`config.mk`:
```
export PLATFORM = sky130hd
export DESIGN_NAME = bmp_pixel_engine_flat
export DESIGN_NICKNAME = d
export VERILOG_FILES = /design/src/rtl/bmp_pkg.sv /design/src/rtl/bmp_pixel_engine_if.sv /design/src/rtl/bmp_pixel_alu.sv /design/src/rtl/bmp_pixel_engine.sv /design/src/flat_wrapper.sv
export SDC_FILE = /design/constraint.sdc
export NUM_CORES = 1
export LEC_CHECK = 0
export BUFFER_PORTS_ARGS = -buffer_cell sky130_fd_sc_hd__buf_2
export CAP_MARGIN = 0
export CORE_MARGIN = 1.5
export CORE_UTILIZATION = 35
export CTS_CLUSTER_SIZE = 25
export DETAILED_ROUTE_END_ITERATION = 6
export PLACE_DENSITY_LB_ADDON = 0.12
export SLEW_MARGIN = 40
export SYNTH_ARGS = -nofsm -noshare
export SYNTH_HDL_FRONTEND = slang
export SYNTH_SLANG_ARGS = --single-unit
```
`constraint.sdc`:
```
create_clock -name clk -period 15.1 [get_ports clk]
set_clock_uncertainty 0.1 [all_clocks]
set_input_delay 3.02 -clock clk [delete_from_list [all_inputs] [get_ports clk]]
set_output_delay 3.02 -clock clk [all_outputs]
set_load 0.005 [all_outputs]
```
`src/rtl/bmp_pkg.sv`:
```
// Shared definitions for the BMP pixel engine: mode codes, luma weights,
// FSM states and row stride/padding derivation.
package bmp_pkg;

  localparam logic [1:0] MODE_GRAY   = 2'd0;
  localparam logic [1:0] MODE_INVERT = 2'd1;
  localparam logic [1:0] MODE_THRESH = 2'd2;
  localparam logic [1:0] MODE_COPY   = 2'd3;

  localparam int unsigned LUMA_W_B = 29;
  localparam int unsigned LUMA_W_G = 150;
  localparam int unsigned LUMA_W_R = 77;

  typedef enum logic [2:0] {
    ST_IDLE,
    ST_HDR,
    ST_PIX_RD,
    ST_PIX_CALC,
    ST_PIX_WR,
    ST_PAD_WR,
    ST_DONE
  } state_t;

  function automatic int calc_stride(input int img_width);
    return ((3 * img_width + 3) / 4) * 4;
  endfunction

  function automatic int calc_pad(input int img_width);
    return calc_stride(img_width) - 3 * img_width;
  endfunction

endpackage

```
`src/rtl/bmp_pixel_engine_if.sv`:
```
// Byte-wide ROM read port and RAM write port between the engine and the BMP memories.
interface bmp_pixel_engine_if #(
  parameter int BYTE_WIDTH = 8,
  parameter int ADDR_WIDTH = 20
) ();

  logic [BYTE_WIDTH-1:0] ROM_Q;
  logic                  ROM_valid;
  logic [ADDR_WIDTH-1:0] ROM_addr;
  logic                  RAM_valid;
  logic [BYTE_WIDTH-1:0] RAM_D;
  logic [ADDR_WIDTH-1:0] RAM_addr;

  modport master (
    input  ROM_Q,
    output ROM_valid, ROM_addr, RAM_valid, RAM_D, RAM_addr
  );

  modport slave (
    output ROM_Q,
    input  ROM_valid, ROM_addr, RAM_valid, RAM_D, RAM_addr
  );

endinterface

```
`src/rtl/bmp_pixel_alu.sv`:
```
// Combinational per-pixel transform: gray, invert, threshold or copy of one BGR triple.
module bmp_pixel_alu
  import bmp_pkg::*;
(
  input  logic [7:0] b,
  input  logic [7:0] g,
  input  logic [7:0] r,
  input  logic [1:0] mode,
  input  logic [7:0] threshold,
  output logic [7:0] o0,
  output logic [7:0] o1,
  output logic [7:0] o2
);

  logic [16:0] sum;
  logic [7:0]  luma;
  logic [7:0]  bin;

  always_comb begin
    // weights total 256, so the top byte of the sum never exceeds 255
    sum  = 17'(LUMA_W_B) * 17'(b) + 17'(LUMA_W_G) * 17'(g) + 17'(LUMA_W_R) * 17'(r);
    luma = 8'(sum >> 8);
    bin  = (luma >= threshold) ? 8'hFF : 8'h00;
    o0   = b;
    o1   = g;
    o2   = r;
    unique case (mode)
      MODE_GRAY:   begin o0 = luma;     o1 = luma;     o2 = luma;     end
      MODE_INVERT: begin o0 = ~b;       o1 = ~g;       o2 = ~r;       end
      MODE_THRESH: begin o0 = bin;      o1 = bin;      o2 = bin;      end
      default:     begin o0 = b;        o1 = g;        o2 = r;        end
    endcase
  end

endmodule

```
`src/rtl/bmp_pixel_engine.sv`:
```
// Streams a 24-bit BMP from ROM to RAM: header copied, pixels transformed, row padding zeroed.
//  state    | meaning
//  IDLE     | wait for in_valid, latch mode/threshold
//  HDR      | pipelined header copy, RAM write lags ROM read by one byte
//  PIX_RD   | read B, G, R of one pixel
//  PIX_CALC | capture R, register transformed bytes
//  PIX_WR   | write three transformed bytes
//  PAD_WR   | write zero padding at end of row
//  DONE     | done high until in_valid drops
module bmp_pixel_engine
  import bmp_pkg::*;
#(
  parameter int BYTE_WIDTH  = 8,
  parameter int ADDR_WIDTH  = 20,
  parameter int HEADER_SIZE = 54,
  parameter int IMG_WIDTH   = 512,
  parameter int IMG_HEIGHT  = 512
) (
  input  logic       clk,
  input  logic       rst_n,
  input  logic       in_valid,
  input  logic [1:0] mode,
  input  logic [7:0] threshold,
  output logic       done,
  bmp_pixel_engine_if.master mem
);

  localparam int PAD   = calc_pad(IMG_WIDTH);
  localparam int COL_W = $clog2(IMG_WIDTH + 1);
  localparam int ROW_W = $clog2(IMG_HEIGHT + 1);
  localparam logic [ADDR_WIDTH-1:0] HDR_END = ADDR_WIDTH'(HEADER_SIZE);

  state_t                state, state_nxt;
  logic [ADDR_WIDTH-1:0] ptr, ptr_nxt;
  logic [1:0]            k, k_nxt;
  logic [COL_W-1:0]      col, col_nxt;
  logic [ROW_W-1:0]      row, row_nxt;
  logic [1:0]            mode_q, mode_nxt;
  logic [7:0]            thr_q, thr_nxt;
  logic [BYTE_WIDTH-1:0] b_q, b_nxt, g_q, g_nxt;
  logic [BYTE_WIDTH-1:0] o0_q, o0_nxt, o1_q, o1_nxt, o2_q, o2_nxt;
  logic [7:0]            alu_o0, alu_o1, alu_o2;

  bmp_pixel_alu u_alu (
    .b         (b_q),
    .g         (g_q),
    .r         (mem.ROM_Q),
    .mode      (mode_q),
    .threshold (thr_q),
    .o0        (alu_o0),
    .o1        (alu_o1),
    .o2        (alu_o2)
  );

  always_ff @(posedge clk) begin
    if (!rst_n) begin
      state  <= ST_IDLE;
      ptr    <= '0;
      k      <= '0;
      col    <= '0;
      row    <= '0;
      mode_q <= '0;
      thr_q  <= '0;
      b_q    <= '0;
      g_q    <= '0;
      o0_q   <= '0;
      o1_q   <= '0;
      o2_q   <= '0;
    end else begin
      state  <= state_nxt;
      ptr    <= ptr_nxt;
      k      <= k_nxt;
      col    <= col_nxt;
      row    <= row_nxt;
      mode_q <= mode_nxt;
      thr_q  <= thr_nxt;
      b_q    <= b_nxt;
      g_q    <= g_nxt;
      o0_q   <= o0_nxt;
      o1_q   <= o1_nxt;
      o2_q   <= o2_nxt;
    end
  end

  always_comb begin
    state_nxt     = state;
    ptr_nxt       = ptr;
    k_nxt         = k;
    col_nxt       = col;
    row_nxt       = row;
    mode_nxt      = mode_q;
    thr_nxt       = thr_q;
    b_nxt         = b_q;
    g_nxt         = g_q;
    o0_nxt        = o0_q;
    o1_nxt        = o1_q;
    o2_nxt        = o2_q;
    mem.ROM_valid = 1'b0;
    mem.ROM_addr  = '0;
    mem.RAM_valid = 1'b0;
    mem.RAM_D     = '0;
    mem.RAM_addr  = '0;
    done          = 1'b0;
    unique case (state)
      ST_IDLE: begin
        if (in_valid) begin
          mode_nxt  = mode;
          thr_nxt   = threshold;
          ptr_nxt   = '0;
          k_nxt     = '0;
          col_nxt   = COL_W'(IMG_WIDTH - 1);
          row_nxt   = ROW_W'(IMG_HEIGHT - 1);
          state_nxt = ST_HDR;
        end
      end
      ST_HDR: begin
        mem.ROM_valid = (ptr != HDR_END);
        mem.ROM_addr  = ptr;
        if (ptr != '0) begin
          mem.RAM_valid = 1'b1;
          mem.RAM_addr  = ptr - ADDR_WIDTH'(1);
          mem.RAM_D     = mem.ROM_Q;
        end
        // ptr is left at HEADER_SIZE, the first pixel byte
        if (ptr == HDR_END) state_nxt = ST_PIX_RD;
        else                ptr_nxt   = ptr + ADDR_WIDTH'(1);
      end
      ST_PIX_RD: begin
        mem.ROM_valid = 1'b1;
        mem.ROM_addr  = ptr + ADDR_WIDTH'(k);
        if (k == 2'd1) b_nxt = mem.ROM_Q;
        if (k == 2'd2) begin
          g_nxt     = mem.ROM_Q;
          k_nxt     = '0;
          state_nxt = ST_PIX_CALC;
        end else begin
          k_nxt = k + 2'd1;
        end
      end
      ST_PIX_CALC: begin
        o0_nxt    = alu_o0;
        o1_nxt    = alu_o1;
        o2_nxt    = alu_o2;
        state_nxt = ST_PIX_WR;
      end
      ST_PIX_WR: begin
        mem.RAM_valid = 1'b1;
        mem.RAM_addr  = ptr + ADDR_WIDTH'(k);
        case (k)
          2'd0:    mem.RAM_D = o0_q;
          2'd1:    mem.RAM_D = o1_q;
          default: mem.RAM_D = o2_q;
        endcase
        if (k == 2'd2) begin
          k_nxt   = '0;
          ptr_nxt = ptr + ADDR_WIDTH'(3);
          if (col != '0) begin
            col_nxt   = col - COL_W'(1);
            state_nxt = ST_PIX_RD;
          end else begin
            col_nxt = COL_W'(IMG_WIDTH - 1);
            if (PAD > 0)        state_nxt = ST_PAD_WR;
            else if (row == '0) state_nxt = ST_DONE;
            else begin
              row_nxt   = row - ROW_W'(1);
              state_nxt = ST_PIX_RD;
            end
          end
        end else begin
          k_nxt = k + 2'd1;
        end
      end
      ST_PAD_WR: begin
        mem.RAM_valid = 1'b1;
        mem.RAM_addr  = ptr + ADDR_WIDTH'(k);
        if (k == 2'(PAD - 1)) begin
          k_nxt   = '0;
          ptr_nxt = ptr + ADDR_WIDTH'(PAD);
          if (row == '0) state_nxt = ST_DONE;
          else begin
            row_nxt   = row - ROW_W'(1);
            state_nxt = ST_PIX_RD;
          end
        end else begin
          k_nxt = k + 2'd1;
        end
      end
      ST_DONE: begin
        done = 1'b1;
        if (!in_valid) state_nxt = ST_IDLE;
      end
      default: state_nxt = ST_IDLE;
    endcase
  end

endmodule

```
`src/flat_wrapper.sv`:
```
// flat-port wrapper written by rule: the top's interface ports become plain ports
module bmp_pixel_engine_flat import bmp_pkg::*;
#(
  parameter int BYTE_WIDTH  = 8,
  parameter int ADDR_WIDTH  = 20,
  parameter int HEADER_SIZE = 54,
  parameter int IMG_WIDTH   = 512,
  parameter int IMG_HEIGHT  = 512
)
  (clk, rst_n, in_valid, mode, threshold, done, mem_ROM_Q, mem_ROM_valid, mem_ROM_addr, mem_RAM_valid, mem_RAM_D, mem_RAM_addr);
  bmp_pixel_engine_if #(.BYTE_WIDTH(BYTE_WIDTH), .ADDR_WIDTH(ADDR_WIDTH)) mem_i ();
  input  logic clk;
  input  logic rst_n;
  input  logic in_valid;
  input  logic [1:0] mode;
  input  logic [7:0] threshold;
  output logic done;
  input wire logic [$bits(mem_i.ROM_Q)-1:0] mem_ROM_Q;
  output wire logic [$bits(mem_i.ROM_valid)-1:0] mem_ROM_valid;
  output wire logic [$bits(mem_i.ROM_addr)-1:0] mem_ROM_addr;
  output wire logic [$bits(mem_i.RAM_valid)-1:0] mem_RAM_valid;
  output wire logic [$bits(mem_i.RAM_D)-1:0] mem_RAM_D;
  output wire logic [$bits(mem_i.RAM_addr)-1:0] mem_RAM_addr;
  assign mem_i.ROM_Q = mem_ROM_Q;
  assign mem_ROM_valid = mem_i.ROM_valid;
  assign mem_ROM_addr = mem_i.ROM_addr;
  assign mem_RAM_valid = mem_i.RAM_valid;
  assign mem_RAM_D = mem_i.RAM_D;
  assign mem_RAM_addr = mem_i.RAM_addr;
  bmp_pixel_engine #(.BYTE_WIDTH(BYTE_WIDTH), .ADDR_WIDTH(ADDR_WIDTH), .HEADER_SIZE(HEADER_SIZE), .IMG_WIDTH(IMG_WIDTH), .IMG_HEIGHT(IMG_HEIGHT)) u_core (.clk(clk), .rst_n(rst_n), .in_valid(in_valid), .mode(mode), .threshold(threshold), .done(done), .mem(mem_i));
endmodule
```
==> metrics.md, run 1 <==
| Metric | Value |
|---|---|
| Status | complete, no violations |
| Hold_buf cts | 0 |
| Die width | 169.2 um |
| EDFF count, synth | 0 |
| Nets | 1419 |
| Worst Setup SP | mem_ROM_Q[7] |
| First-pass GRT wire length | 45260 um |
| Total length of routed wires | 27630 um |
| Via Count | 8409 |
| Clock sink count | 95 |
| Placed wire-length estimate | 20590 um |
| Syn nets | 1394 |
| Synth top area cells | dfxtp_1, ha_1, fa_1, a21oi_1, nand2_1 |
| Post-synth cell types | 78 |
| Routed wire per std cell | 17.54 um |
| H-Tree Level Count | 3 |
| Max FO, Critical Path | 10 |
| Synth async-reset ratio | 0% |
| Tcrit/Tclk final | 63.95% |
| Syn avg cell area | 8.020 um2 |
| FF-to-FF Start | u_core.g_q[3] |
| Tmin final | 9657 ps |
| Final setup fails | 0 |
| DRC viols | 0 |
| Most common cell after layout, fill and taps aside | inv_1 |
| Commonest cells after routing, fill and taps aside | inv_1, nand2_1, a21oi_1 |
| LEAKAGE | 4.657 nW |
| Total power | 1.484 mW |
| Floorplan core area | 27030 um2 |
| Iter 0 DRT Violations | 497 |
| Worst-path clk slew | 70 ps |
| Vias in the first global route | 8189 |
| Worst EP arrival | 9780 ps |
| Vias per Instance | 5.339 |
| CP Data Required Time | 15220 ps |
| Share of cells above drive strength 1 | 11.91% |
| Cells after Synth | 1205 |
| Initial antenna violation count | 0 |
| Dominant synthesized flop cell | dfxtp_1 |
| Worst Tran Pin Value | 854.9 ps |
| IO Pins | 72 |
| RSZ-0062 raised after global routing | false |
| Die Ht | 169.2 um |
| Drt pass-1 iters | 5 |
| Full die area | 28620 um2 |
| VDD IR max | 0.00006908 V |
| Later-pin clock latency in the skew report | 350 ps |
| Register area share after synthesis | 19.68% |
| TritonCTS Buffers | 9 |
| Post-CTS setup buffers | 0 |
| Netlist Area Pre-Place | 9664 um2 |
| CP startpoint kind | input port |
| Resized Gates After CTS | 0 |
| Max-slew violation count | 0 |
| Synthesis Warnings | 0 |
| Hold Fails Final Rpt | 0 |
| Setup_tns | 0 ps |
| Port Buffer Count | 71 |
| Diode count | 0 |
| Worst relative slew slack | 43.01% |
| CTS tree | yes |
| #FFs+latches synth | 95 |
| Synth-to-Final Area Change | 9.502% |
| CTS root buf | clkbuf_16 |
| Starting Density | 35.76% |
| Critical Path End Type | register |
| Max_cap viols | 0 |
| Global route total overflow | 0 |
| Synth top area share | 19.68% |
| Std cell rows | 60 |
| Worst Path Class, Setup | in -> reg |
| Hold_sp | u_core.thr_q[4] |
| Hold Crit Class | reg -> reg |
| Total Routing Usage GR | 20.04% |
| Area leader, netlist | dfxtp_1 |
| Highest Clock Rate | 103.6 MHz |
| Largest net degree at the start of global routing | 48 |
| Maximum clock insertion buffer count | 2 |
| Pwr Density | 140.2 nW/um2 |
| Gpl congestion | 0.8066 |
| Antenna Violating Nets Remaining | 0 |
[layer usage]
| layer | up-vias | part of all wire, % | GRT usage [%] | wire (um) |
|---|---|---|---|---|
| met5 | - | 0 | 0 | 0 |
| met4 | 0 | 0.84 | 3.655 | 233 |
| met3 | 17 | 3.4 | 2.472 | 945 |
| met2 | 164 | 44 | 31.19 | 12070 |
| met1 | 4005 | 52 | 29.79 | 14370 |
| li1 | 4223 | - | - | - |
[per-stage QoR]
| stage | setup WS (ps) | std cells | hold slack, ps | utilization [%] | instance area, um2 |
|---|---|---|---|---|---|
| detailed placement | 5127 | 1560 | 347.7 | 37.91 | 10250 |
| global route | 4878 | 1575 | 371.0 | 39.16 | 10580 |
| floorplan | 5926 | 1205 | 336.3 | - | 9664 |
| global placement | 5255 | 1559 | 344.9 | 37.78 | 10210 |
| CTS | 5494 | 1575 | 357.6 | 39.15 | 10580 |
| finish | 5443 | 1575 | 353.9 | 39.16 | 10580 |
[where the power goes]
| group | total, mW | leakage (nW) | switching [mW] | internal (mW) |
|---|---|---|---|---|
| logic | 0.864 | 3.72 | 0.548 | 0.315 |
| clock network | 0.263 | 0.166 | 0.102 | 0.161 |
| registers | 0.357 | 0.773 | 0.0604 | 0.297 |
[registers in the layout, summed over array words and instances, names as in the netlist]
signal and count:
u_core.row 10, u_core.col 10, u_core.o2_q 8, u_core.g_q 8
u_core.o0_q 8, u_core.k 2, u_core.ptr 20, u_core.state 3
u_core.b_q 8, u_core.o1_q 8, u_core.mode_q 2, u_core.thr_q 8
[cells by family after synthesis]
family	share of synthesized area [%]
xor gates and xnor gates	5.166
buffers and inverters	8.389
AOI/OAI and AO/OA	20.87
and+or+nand+nor	19.43
DFF	19.68
muxes	0.2072
adders and majority gates	26.26
[final timing paths]
| kind | slack [ps] | cells after the start | endpoint |
|---|---|---|---|
| max | 5440 | 27 | u_core.o2_q[2] |
| min | 350 | 2 | u_core.thr_q[4] |
| max reg2reg | 6260 | 32 | u_core.o2_q[2] |
| min reg2reg | 350 | 2 | u_core.thr_q[4] |
[worst max-delay path, stage by stage]
cell       delay (ps)
buf_2             190
fa_1              550
inv_1              50
fa_1              460
fa_1              490
inv_1              50
fa_1              520
inv_1              50
fa_1              530
inv_1              40
ha_1              330
o21ai_0           220
o21ai_0           190
a22oi_1           260
nand2_1           120
o31ai_1           280
xor2_1            430
inv_1              90
ha_1              310
a21o_1            180
a2111oi_0         410
o31ai_1           130
o311ai_1          110
buf_4             230
inv_1             120
a21oi_1           300
o31ai_1           120
[synthesized netlist by cell type, types with 3 or more instances]
cell	n
buf_1	4
a31oi_1	6
nand2b_1	12
and2_1	5
a22o_1	10
o2111ai_1	4
nor3_2	4
a22oi_1	5
nand4_1	8
buf_2	8
a211oi_1	4
o21a_1	3
a21oi_1	120
o211ai_1	4
or2_2	8
and3_1	8
ha_1	110
a21boi_0	3
nand2_1	133
inv_1	132
nor3b_1	5
xor2_1	23
o21ai_0	68
a221oi_1	5
nand3_1	33
fa_1	58
o221ai_1	6
or3_1	12
nor4_1	6
xnor2_1	34
o311ai_0	3
a21o_1	6
nor2_1	76
buf_6	5
clkbuf_1	47
nor3_1	21
nor2b_1	16
o31ai_1	17
a221oi_2	8
or4_1	4
dfxtp_1	95
o22ai_1	17
o22a_1	3
[cell type report]
class                           count  area (um2)
Fill cell                        2850       16440
Multi-Input combinational cell    912        6980
Sequential cell                    95        1903
Inverter                          132       495.5
Timing Repair Buffer               80       442.9
Tap cell                          341       426.7
Clock buffer                        9       225.2
Clock inverter                      6       108.9
(Power assumes the default switching activity.)
==> run 2, diff against run 1 <==
clock period = 8.5 ns   (was 15.1 ns; I/O delays follow)
==> run 2 against run 1 <==
Compared with the run above:
- sequential power up 82%
- sequential share of layout area is 0.44 points lower
- flip-flop and latch count did not move
- critical path depth increased by 6
- final cell count grew 1.4%
- highest routed layer unchanged
- clock power is 86% higher
- first-iteration DRC count grew 19%
- worst hold slack improved by 3.8 ps
- register-to-register slack got worse by 5800 ps
- utilization is 1.0 points higher
- via count is 1.3% higher
==> metrics.md, run 2 (synthesized netlist as in run 1, its figures left out) <==
| Metric | Value |
|---|---|
| Largest register FFs | 20 |
| Fill cells | 2805 |
| Max-slew violation count | 0 |
| Placed cell areas | 10380 um2 |
| Total length of routed wires | 27880 um |
| Worst relative slew slack | 47.19% |
| Synth-to-Final Area Change | 12.31% |
| Worst-path clk slew | 70 ps |
| Tmin final | 8033 ps |
| Placed wire-length estimate | 21030 um |
| Later-pin clock latency in the skew report | 350 ps |
| Comb pwr share | 59.1% |
| Sw frac | 46.79% |
| Post-route cell area | 10850 um2 |
| Cell internal pwr | 1.478 mW |
| Placement Setup Slack | 82.83 ps |
| IO Pins | 72 |
| Full die area | 28620 um2 |
| Slowest Stage Delay on Critical Path | 550 ps |
| Global route total overflow | 0 |
| Hold Crit Class | reg -> reg |
| CP startpoint kind | register |
| Worst EP arrival | 8160 ps |
| First-pass GRT wire length | 45420 um |
| DRC viols | 0 |
| Hold path cells | 2 |
| Worst Tran Pin Value | 791.0 ps |
| Via Count | 8519 |
| VDD IR max | 0.0001449 V |
| Setup_tns | 0 ps |
| Std cell rows | 60 |
| WHS | 357.8 ps |
| Share of cells above drive strength 1 | 14.81% |
| Register Area | 1904 um2 |
| Tcrit/Tclk final | 94.51% |
| Net Switching | 1.299 mW |
| H-Tree Level Count | 3 |
| LEAKAGE | 4.775 nW |
| Pwr Density | 255.9 nW/um2 |
| Maximum clock insertion buffer count | 2 |
| Largest net degree at the start of global routing | 48 |
| Drt pass-1 iters | 5 |
| Worst Path Class, Setup | reg -> reg |
| Gpl congestion | 0.8413 |
| Status | complete, no violations |
| Reg with most FFs | u_core.ptr |
| Post-Place Cells | 1580 |
| CP max-delay cell | fa_1 |
| Clock power frac | 17.6% |
| Vias in the first global route | 8173 |
| Flop pwr share | 23.3% |
| Final setup margin | 467.0 ps |
| CP Data Required Time | 8620 ps |
| Max_cap viols | 0 |
| Critical Path End Type | register |
| Worst r2r path cells | 33 |
| Antenna Violating Nets Remaining | 0 |
| Die Ht | 169.2 um |
| Iter 0 DRT Violations | 591 |
| Starting Density | 35.76% |
| Clock sink count | 95 |
| Diode count | 0 |
| Biggest regs | u_core.ptr: 20 flops, u_core.col: 10 flops, u_core.row: 10 flops |
| Initial antenna violation count | 0 |
| Final setup fails | 0 |
| Floorplan core area | 27030 um2 |
| Non-Filler Instances | 1597 |
| Total Routing Usage GR | 20.01% |
| Commonest cells after routing, fill and taps aside | inv_1, nand2_1, a21oi_1 |
| CTS root buf | clkbuf_16 |
| Nets | 1442 |
| Max FO, Critical Path | 6 |
| Most common cell after layout, fill and taps aside | inv_1 |
| Multi-input logic area | 7076 um2 |
| Vias per Instance | 5.334 |
| CTS tree | yes |
| TritonCTS Buffers | 9 |
| Most frequent CP cell | ha_1 |
| Port Buffer Count | 71 |
| Routed wire per std cell | 17.46 um |
| Highest Clock Rate | 124.5 MHz |
| Die width | 169.2 um |
| Hold Fails Final Rpt | 0 |
run 2: cell count changes in the layout (fill, tap and decap cells not counted), sizes merged:
cell | before | now
bufinv | 3 | 4
inv | 133 | 132
clkbuf | 9 | 10
clkinv | 2 | 0
buf | 80 | 103
run 2: critical path, delay by kind of cell (launching register included):
kind	cells	cell delay, ps
simple gates	4	760
fa+ha+maj	10	3800
xor+xnor	2	480
buf+inv	7	750
flops	1	320
compound gates	10	1680
run 2: worst paths after layout:
check                  start         endpoint  slack, ps
max            u_core.g_q[5]   u_core.o2_q[7]        470
min          u_core.thr_q[5]  u_core.thr_q[5]        360
max reg2reg    u_core.g_q[5]   u_core.o2_q[7]        470
min reg2reg  u_core.thr_q[5]  u_core.thr_q[5]        360
run 2: metrics by stage:
step                power (mW)  util, %
floorplan                1.742        -
global placement         2.230    38.33
detailed placement       2.236    38.42
CTS                      2.738    39.71
global route             3.026    40.16
finish                   2.777    40.16
run 2: what timing repair did:
item	in CTS	in global routing
setup endpoints to repair	0	24
gates resized for setup	0	21
hold buffers	0	0
setup buffers	0	3
run 2: final cells by class:
cell class              count  share of cell area (%)
inverters                 132                   4.565
clock buffers              10                   2.110
clock inverters             4                   1.107
flip-flops and latches     95                   17.54
multi-input cells         912                   65.19
repair buffers            103                   5.556
well taps                 341                   3.931
run 2: power groups by stage:
stage               Clock, mW  Sequential (mW)  Combinational [mW]
floorplan                   0            0.601                1.14
global placement            0            0.657                1.57
detailed placement          0            0.659                1.58
CTS                     0.499            0.649                1.59
global route            0.518            0.666                1.84
finish                  0.489            0.648                1.64
run 2: metal layers:
metal  global-route usage [%]  vias to the layer above  wire length (um)
met5                        0                        -                 0
met4                    4.194                        0               295
met3                    2.309                       18               851
met2                    30.29                      157             12050
met1                    30.34                     4072             14680
li1                         -                     4272                 -
